File: src/rtl/mem_port_arbiter_pkg.sv
// Shared definitions for the memory-port arbiter.
//   state_e : FSM encoding (IDLE, ISSUE, WAIT, DONE)
//   N_REQ   : number of requesters sharing the port
//   SEL_W   : width of the encoded grant / mux select
package arb_defs;

  localparam int N_REQ = 4;
  localparam int SEL_W = 2;

  typedef enum logic [1:0] {
    ST_IDLE  = 2'd0,
    ST_ISSUE = 2'd1,
    ST_WAIT  = 2'd2,
    ST_DONE  = 2'd3
  } state_e;

endpackage

File: src/rtl/mem_port_arbiter_rr_pick4.sv
// Combinational round-robin picker over four requesters.
//   req   in  4  request vector
//   ptr   in  2  highest-priority index for this round
//   valid out 1  any request present
//   idx   out 2  first set request scanning ptr, ptr+1, ... mod 4
module rr_pick4
  import arb_defs::*;
(
  input  logic [N_REQ-1:0] req,
  input  logic [SEL_W-1:0] ptr,
  output logic             valid,
  output logic [SEL_W-1:0] idx
);

  logic [2*N_REQ-1:0] dbl;
  logic [N_REQ-1:0]   rot;
  logic [SEL_W-1:0]   off;

  // Doubling the vector turns the circular scan into a plain slice:
  // rot[0] is requester ptr, rot[1] is ptr+1, and so on.
  always_comb begin
    dbl   = {req, req};
    rot   = dbl[ptr +: N_REQ];
    off   = '0;
    for (int i = N_REQ - 1; i >= 0; i--) begin
      if (rot[i]) off = i[SEL_W-1:0];
    end
    valid = |req;
    idx   = ptr + off;  // 2-bit add wraps back into range
  end

endmodule

File: src/rtl/mem_port_arbiter.sv
// Round-robin arbiter sharing one memory port among four requesters.
// Each transaction runs IDLE -> ISSUE -> WAIT -> DONE -> IDLE; a watchdog
// aborts transactions the memory fails to acknowledge in time.
//   iClk    in   clock
//   iRst_n  in   async active-low reset
//   iReq    in 4 level requests, held until oDone
//   oGnt    out4 one-hot grant
//   oS1/oS0 out  encoded grant index (request-path mux select)
//   oMemReq out  request to the memory port (ISSUE and WAIT)
//   iMemAck in   memory completion, only looked at while oMemReq=1
//   oDone   out4 one-cycle completion pulse to the granted requester
//   oErr    out  with oDone when the transaction timed out
//   oBusy   out  arbiter not idle
module mem_port_arbiter
  import arb_defs::*;
#(
  parameter int TIMEOUT = 255,
  parameter int TO_W    = 8
) (
  input  logic             iClk,
  input  logic             iRst_n,
  input  logic [N_REQ-1:0] iReq,
  output logic [N_REQ-1:0] oGnt,
  output logic             oS1,
  output logic             oS0,
  output logic             oMemReq,
  input  logic             iMemAck,
  output logic [N_REQ-1:0] oDone,
  output logic             oErr,
  output logic             oBusy
);

  state_e           state_q, state_d;
  logic [SEL_W-1:0] sel_q, sel_d;
  logic [N_REQ-1:0] gnt_q, gnt_d;
  logic [SEL_W-1:0] ptr_q, ptr_d;
  logic [TO_W-1:0]  wd_q, wd_d;
  logic             to_q, to_d;

  logic             pick_vld;
  logic [SEL_W-1:0] pick_idx;

  rr_pick4 u_pick (
    .req   (iReq),
    .ptr   (ptr_q),
    .valid (pick_vld),
    .idx   (pick_idx)
  );

  always_comb begin
    state_d = state_q;
    sel_d   = sel_q;
    gnt_d   = gnt_q;
    ptr_d   = ptr_q;
    wd_d    = wd_q;
    to_d    = to_q;
    unique case (state_q)
      ST_IDLE: begin
        // Select only moves on a new grant so the mux never glitches.
        if (pick_vld) begin
          state_d = ST_ISSUE;
          sel_d   = pick_idx;
          gnt_d   = N_REQ'(1) << pick_idx;
          wd_d    = '0;
          to_d    = 1'b0;
        end
      end
      ST_ISSUE: begin
        // ISSUE counts as the first oMemReq cycle, so the count starts here.
        wd_d    = wd_q + TO_W'(1);
        state_d = iMemAck ? ST_DONE : ST_WAIT;
      end
      ST_WAIT: begin
        // Ack beats a coincident timeout.
        if (iMemAck) begin
          state_d = ST_DONE;
        end else if (wd_q >= TO_W'(TIMEOUT)) begin
          state_d = ST_DONE;
          to_d    = 1'b1;
        end else begin
          wd_d    = wd_q + TO_W'(1);
        end
      end
      ST_DONE: begin
        state_d = ST_IDLE;
        gnt_d   = '0;
        ptr_d   = sel_q + SEL_W'(1);  // just-served requester drops to last
      end
      default: state_d = ST_IDLE;
    endcase
  end

  always_ff @(posedge iClk or negedge iRst_n) begin
    if (!iRst_n) begin
      state_q <= ST_IDLE;
      sel_q   <= '0;
      gnt_q   <= '0;
      ptr_q   <= '0;
      wd_q    <= '0;
      to_q    <= 1'b0;
    end else begin
      state_q <= state_d;
      sel_q   <= sel_d;
      gnt_q   <= gnt_d;
      ptr_q   <= ptr_d;
      wd_q    <= wd_d;
      to_q    <= to_d;
    end
  end

  // Outputs decode registered state only.
  assign oGnt    = gnt_q;
  assign oS1     = sel_q[1];
  assign oS0     = sel_q[0];
  assign oMemReq = (state_q == ST_ISSUE) || (state_q == ST_WAIT);
  assign oDone   = (state_q == ST_DONE) ? gnt_q : '0;
  assign oErr    = (state_q == ST_DONE) && to_q;
  assign oBusy   = (state_q != ST_IDLE);

endmodule

File: config.mk
export PLATFORM = sky130hd
export DESIGN_NAME = mem_port_arbiter
export DESIGN_NICKNAME = d
export VERILOG_FILES = /design/src/rtl/mem_port_arbiter_pkg.sv /design/src/rtl/mem_port_arbiter_rr_pick4.sv /design/src/rtl/mem_port_arbiter.sv
export SDC_FILE = /design/constraint.sdc
export NUM_CORES = 1
export LEC_CHECK = 0
export CAP_MARGIN = 10
export CORE_MARGIN = 2
export CORE_UTILIZATION = 54
export DETAILED_ROUTE_END_ITERATION = 10
export PLACE_DENSITY = 0.85
export SLEW_MARGIN = 30
export SYNTH_ARGS = -nofsm -noshare
export SYNTH_HDL_FRONTEND = slang
export SYNTH_SLANG_ARGS = --single-unit
File: constraint.sdc
create_clock -name iClk -period 2.5 [get_ports iClk]
set_clock_uncertainty 0.15 [all_clocks]
set_input_delay 0.5 -clock iClk [delete_from_list [all_inputs] [get_ports iClk]]
set_output_delay 0.5 -clock iClk [all_outputs]
set_load 0.01 [all_outputs]
Yosys cells after proc, flatten, opt, wreduce, memory -nomap -nowiden
Index checks and enable logic that the tools add are counted.
{ "word_totals": {"wordCells": 53, "out_inout_bits": 13, "register_bits": 19, "in_bits": 7} }
{ "classes": {"magnitude_cmp": 1, "eq_ne": 8, "n_reduce_logical": 13, "shift": 2, "muxes": 20, "addsub": 3} }
{ "ops": {"columns": ["cell", "n"], "rows": [
  ["8-bit 2-to-1 mux", 3],
  ["8-bit case mux with 3 select lines", 1],
  ["2-bit 2-to-1 mux", 7],
  ["8-bit by 1-bit adder with 8-bit output (second input constant)", 1],
  ["8-bit greater-or-equal comparator (second input constant)", 1],
  ["4-bit 2-to-1 mux", 2],
  ["2-bit != test (second input constant)", 4],
  ["2-bit case mux with 4 select lines", 1],
  ["4-bit case mux with 2 select lines", 1],
  ["4-bit AND reduction", 2],
  ["8-bit by 3-bit variable part select with 4-bit output", 1],
  ["2-bit AND reduction", 3],
  ["2-bit nonzero test", 3],
  ["2-bit == test (second input constant)", 2],
  ["1-bit 2-to-1 mux", 4],
  ["4-bit OR reduction", 1],
  ["1-bit by 2-bit << shifter with 4-bit output (first input constant)", 1],
  ["3-bit != test (second input constant)", 1],
  ["3-bit nonzero test", 1],
  ["2-bit by 1-bit adder with 2-bit output (second input constant)", 1],
  ["2-bit adder", 1],
  ["2-bit by 1-bit == test with 1-bit output (second input constant)", 1],
  ["2-bit zero test", 1],
  ["1-bit case mux with 2 select lines", 1],
  ["other kinds (2)", 2]
]} }

Longest topological paths before layout
{ "logic_depth": {"depth_word": 9, "ltp_mapped": 10, "depth_no_buf": 9} }

Hierarchy
From an unflattened synthesis, not the netlist that was laid out.
{ "hier_totals": {"hier_cells": 135, "hier_area_um2": 1278.7} }
{ "by_module_without_submodules": {"columns": ["mod", "seq_area_each_um2", "instances", "area_per_inst_um2", "cells_each"], "rows": [
  ["mem_port_arbiter", 475.5, 1, 1117.3, 113],
  ["rr_pick4", 0.0, 1, 161.4, 22]
]} }

Least setup slack after synthesis
No wires, ideal clock.
{ "synth_timing": {"path_type": "input-to-reg", "startpoint": "input port iReq[0]", "endpoint": "register gnt_q[2], in the netlist oGnt[2]", "slack_ns": 0.370, "arrival_time_ns": 1.911, "setup_time_ns": 0.069, "t_required_ns": 2.281, "n_path_buf": 1, "path_stages": 9, "path_cell_list": "buf_4 -> nor2_1 -> nor3_1 -> a21oi_1 -> o211ai_1 -> ha_1 -> nor4_1 -> o21ai_0 -> nand3_1"} }
{ "synth_between": {"elab_chain_len": 9, "elab_cells_between_ends": 12, "classes_between": "1 x add/sub; 1 x eq/ne; 2 x shift; 6 x mux; 2 x reduce/logical"} }
{ "synth_lines": {"columns": ["element", "line", "text"], "rows": [
  ["start: declaration", "mem_port_arbiter.sv:22", "input logic [N_REQ-1:0] iReq,"],
  ["8-bit by 3-bit variable part select with 4-bit output (*)", "mem_port_arbiter_rr_pick4.sv:23", "rot = dbl[ptr +: N_REQ];"],
  ["2-bit 2-to-1 mux (3 in series)", "mem_port_arbiter_rr_pick4.sv:26", "if (rot[i]) off = i[SEL_W-1:0];"],
  ["2-bit 2-to-1 mux (*)", "mem_port_arbiter_rr_pick4.sv:26", null],
  ["2-bit adder (*)", "mem_port_arbiter_rr_pick4.sv:29", "idx = ptr + off;"],
  ["net pick_idx[0]", "mem_port_arbiter.sv:41", "logic [SEL_W-1:0] pick_idx;"],
  ["1-bit by 2-bit << shifter with 4-bit output (*)", "mem_port_arbiter.sv:63", "gnt_d = N_REQ'(1) << pick_idx;"],
  ["4-bit 2-to-1 mux (*)", "mem_port_arbiter.sv:60", "if (pick_vld) begin"],
  ["4-bit case mux with 2 select lines (*)", "mem_port_arbiter.sv:57", "unique case (state_q)"],
  ["end signal: assignment", "mem_port_arbiter.sv:104", "gnt_q <= gnt_d;"],
  ["end: declaration", "mem_port_arbiter.sv:35", "logic [N_REQ-1:0] gnt_q, gnt_d;"]
]} }
The timed path passes the listed nets; every way through them passes the cells marked *. The select of a mux whose other input is x is not followed.
A chain may end at the register's enable or synchronous reset.

Worst setup path after layout
{ "layout_timing": {"startpoint": "register state_q[1]", "endpoint": "output port oDone[2]"} }
{ "layout_between": {"elab_chain_len": 2} }
{ "layout_lines": {"columns": ["element", "line", "text"], "rows": [
  ["start: declaration", "mem_port_arbiter.sv:33", "state_e state_q, state_d;"],
  ["start signal: assignment", "mem_port_arbiter.sv:102", "state_q <= state_d;"],
  ["2-bit == test", "mem_port_arbiter.sv:116", "assign oDone = (state_q == ST_DONE) ? gnt_q : '0;"],
  ["4-bit 2-to-1 mux", "mem_port_arbiter.sv:116", null],
  ["end: declaration", "mem_port_arbiter.sv:28", "output logic [N_REQ-1:0] oDone,"]
]} }
No other way between the ends.

==> summary.txt <==
Timing
  • Max_slew headroom: 0.573
  • Period Utilization, post-route: 0.965
  • Fin Hold WS: 0.361 ns
  • RSZ-0062 raised after global routing: false
  • Hold Violations, Final: 0
  • Final period demand of the worst path: 2.41 ns
  • Tightest Pin Transition: 0.638 ns
  • PnR worst setup slack: 0.0868 ns
  • Slew Limit Fails: 0
  • Final setup vio count: 0
  • Maximum clock rate: 414 MHz

Critical path
  • Critical Path Max Stage Delay: 0.54 ns
  • Worst setup path class: flop to output port
  • Worst setup SP type: flop
  • Crit. End Element: output port
  • Critical Path RT: 1.85 ns
  • Crit path DAT: 1.76 ns
  • Register-to-Register Path Depth: 8
  • Worst reg-to-reg setup slack: 0.33 ns
  • R2R Path Start: ptr_q[0]
  • Critical Path Source: state_q[1]
  • CP Max Fanout: 6
  • Terminus of the critical flop-to-flop path: oGnt[2]
  • Cell breakdown of the critical path: ha_1 -> and2_1 -> clkdlybuf4s50_1
  • CP max-delay cell: clkdlybuf4s50_1

GRT
  • Gr ovfl total: 0
  • Vias in the first global route: 1,292
  • Initial antenna violation count: 0
  • Global-route wire length before repair: 5740 um
  • Total track usage: 0.226
  • Pin count of the biggest net entering global routing: 20

Clocking
  • Clock-pin slew on the worst setup and hold paths: 0.11 ns
  • Cts hold-fix bufs: 0
  • Clk sinks: 19
  • Postcts setup bufs: 0
  • H-tree levels: 1
  • Clk Latency, worst-skew pair: 0.31 ns
  • Cts bufs inserted: 3
  • CTS max path bufs: 2
  • CTS tree: built
  • # resized after CTS: 0
  • Clock root cell: clkbuf_4

Logic synthesis
  • Syn Area/Cell: 9.14 um2
  • Sequential share of the synthesized area: 0.325
  • Synth Warn #: 0
  • Ys async rst share: 1.00
  • Primary FF master, synth: dfrtp_1
  • Mapped Area: 0.00146 mm2
  • Cells after Synth: 160
  • Syn Nets: 175
  • Seq cells post-synth: 19
  • Post-synth EDFFs: 0
  • Synth unique cells: 47

Routing
  • Post-DRT Antenna Nets: 0
  • DRT Wirelength: 3340 um
  • Routed met2 length: 1790 um
  • Highest Signal Layer: met4
  • Total number of vias: 1,370
  • DR WL met3: 139 um
  • DRC viols: 0
  • Iter 0 DRT Violations: 83
  • WL/cell: 15.2 um
  • Via/cell ratio: 6.26
  • Drt pass-1 iters: 4
  • M1 WL: 1340 um

Pwr
  • Max IR drop VDD: 0.000777 V
  • P per Cell Area: 1090 mW/mm2
  • Static Leakage: 0.766 nW

Floorplan
  • Die span in y: 56.0 um
  • Die W: 56.0 um
  • Area of the core: 0.00252 mm2
  • # IOs: 20
  • Initial core utilization: 0.580
  • Die footprint: 0.00314 mm2
  • Cell Rows: 18

Cells and area
  • Multi-input gate area: 907 um2
  • Fin nets: 205
  • Fill cell count: 196
  • Register area: 475 um2
  • Antenna cells: 0
  • Area grow syn2layout: 22.2%
  • Layout cells sized above 1: 0.180
  • Final std cells w/o fill: 219

Placement
  • Placed insts: 215
  • Post-Place Setup Slack: -0.254 ns
  • HPWL Detailed: 2520 um
  • Port buffer count: 19
  • Final RePlAce weighted congestion: 0.875

Min path
  • Worst Hold Class: input pin to async pin

Status
  • Outcome: completed

Run
  • Max_cap viols: 0
==> logic make-up after synthesis <==
logic type | Yosys count | share of synthesized area
compound gates | 43 | 0.236
mux | 5 | 0.0385
buf+inv | 18 | 0.0770
flops | 19 | 0.325
simple gates | 64 | 0.237
fa+ha+maj | 8 | 0.0684
xor+xnor | 3 | 0.0180
==> area by class of cell <==
cell class / count / area share
clock buffer: 3 / 0.0126
clock inverter: 1 / 0.00280
inverter: 9 / 0.0189
multi-input combinational: 123 / 0.508
sequential: 19 / 0.266
tap: 30 / 0.0210
timing repair buffer: 34 / 0.171
==> routing by layer <==
metal	vias to the layer above	GRT usage
met2	51	0.417
met5	-	0
met1	658	0.261
met4	0	0.0918
met3	11	0.0279
li1	650	-
==> state kept, by name, indices dropped and copies added, names as in the netlist <==
name,count
wd_q,8
oGnt,4
ptr_q,2
sel_q,2
state_q,2
to_q,1
==> cells in the mapped netlist (2+ instances only) <==
| cell | instances | area share |
|---|---|---|
| buf_4 | 2 | 0.010 |
| ha_1 | 8 | 0.068 |
| nand2_1 | 15 | 0.038 |
| mux2i_1 | 3 | 0.021 |
| nor3b_1 | 4 | 0.021 |
| nand3_1 | 9 | 0.031 |
| o21ai_0 | 9 | 0.031 |
| xnor2_1 | 2 | 0.012 |
| clkbuf_1 | 2 | 0.0051 |
| o221ai_1 | 2 | 0.012 |
| and2_1 | 5 | 0.021 |
| buf_6 | 5 | 0.038 |
| nor2_1 | 8 | 0.021 |
| inv_1 | 9 | 0.023 |
| o31ai_1 | 2 | 0.010 |
| nand2b_1 | 2 | 0.0086 |
| nor3_1 | 8 | 0.027 |
| o211ai_1 | 5 | 0.026 |
| dfrtp_1 | 19 | 0.33 |
| nor2b_1 | 2 | 0.0086 |
| a21oi_1 | 7 | 0.024 |
| nor4_1 | 3 | 0.013 |
| a32o_1 | 5 | 0.034 |
==> how the worst max path moves through the flow <==
stage                    end  depth (start not counted)  slack [ns]
floorplan            oGnt[2]                          9        0.37
global route         oGnt[2]                          9       0.007
finish              oDone[2]                          3        0.09
global placement     oGnt[2]                          9       -0.12
CTS                    oBusy                          4        0.04
detailed placement   oGnt[2]                          9       -0.25
==> report_power, final <==
group	total, mW	internal (mW)	switching [mW]
Clock	0.160	0.0599	0.100
Combinational	1.24	0.571	0.668
Sequential	0.541	0.408	0.133
Total	1.94	1.04	0.901
==> per-stage QoR <==
step                      area (um2)  total power, mW  setup TNS [ns]  utilization
after global placement          1720             1.66          -0.355        0.684
final                           1790             1.94               0        0.708
after CTS                       1750             1.88               0        0.694
after detailed placement        1720             1.71          -0.773        0.684
after global routing            1790             2.09               0        0.708
after floorplan                 1460             1.35               0            -
==> critical path: cells and delay by family (launching register included) <==
kind,cells,cell delay [ns]
buf+inv,1,0.54
fa+ha+maj,1,0.31
simple gates,1,0.16
flops,1,0.45
==> cell usage in the layout (no fill, tap or decap), drive strengths merged, types with 2 or more instances in the layout <==
| cell | synthesis | routed |
|---|---|---|
| o21ai | 9 | 9 |
| ha | 8 | 8 |
| mux2 | 2 | 2 |
| a21oi | 7 | 7 |
| nand2b | 2 | 2 |
| nor3 | 10 | 10 |
| inv | 9 | 9 |
| buf | 7 | 15 |
| a32o | 6 | 6 |
| mux2i | 3 | 3 |
| nor4 | 3 | 3 |
| and2 | 5 | 5 |
| o31ai | 2 | 2 |
| o221ai | 2 | 2 |
| dfrtp | 19 | 19 |
| nor3b | 4 | 4 |
| nand3 | 10 | 10 |
| nand2 | 15 | 15 |
| o211ai | 5 | 5 |
| nor2b | 2 | 2 |
| clkdlybuf4s50 | 0 | 18 |
| nor2 | 8 | 8 |
| clkbuf | 2 | 3 |
| xnor2 | 2 | 2 |
Note: power is estimated with default switching activity, not from simulation.
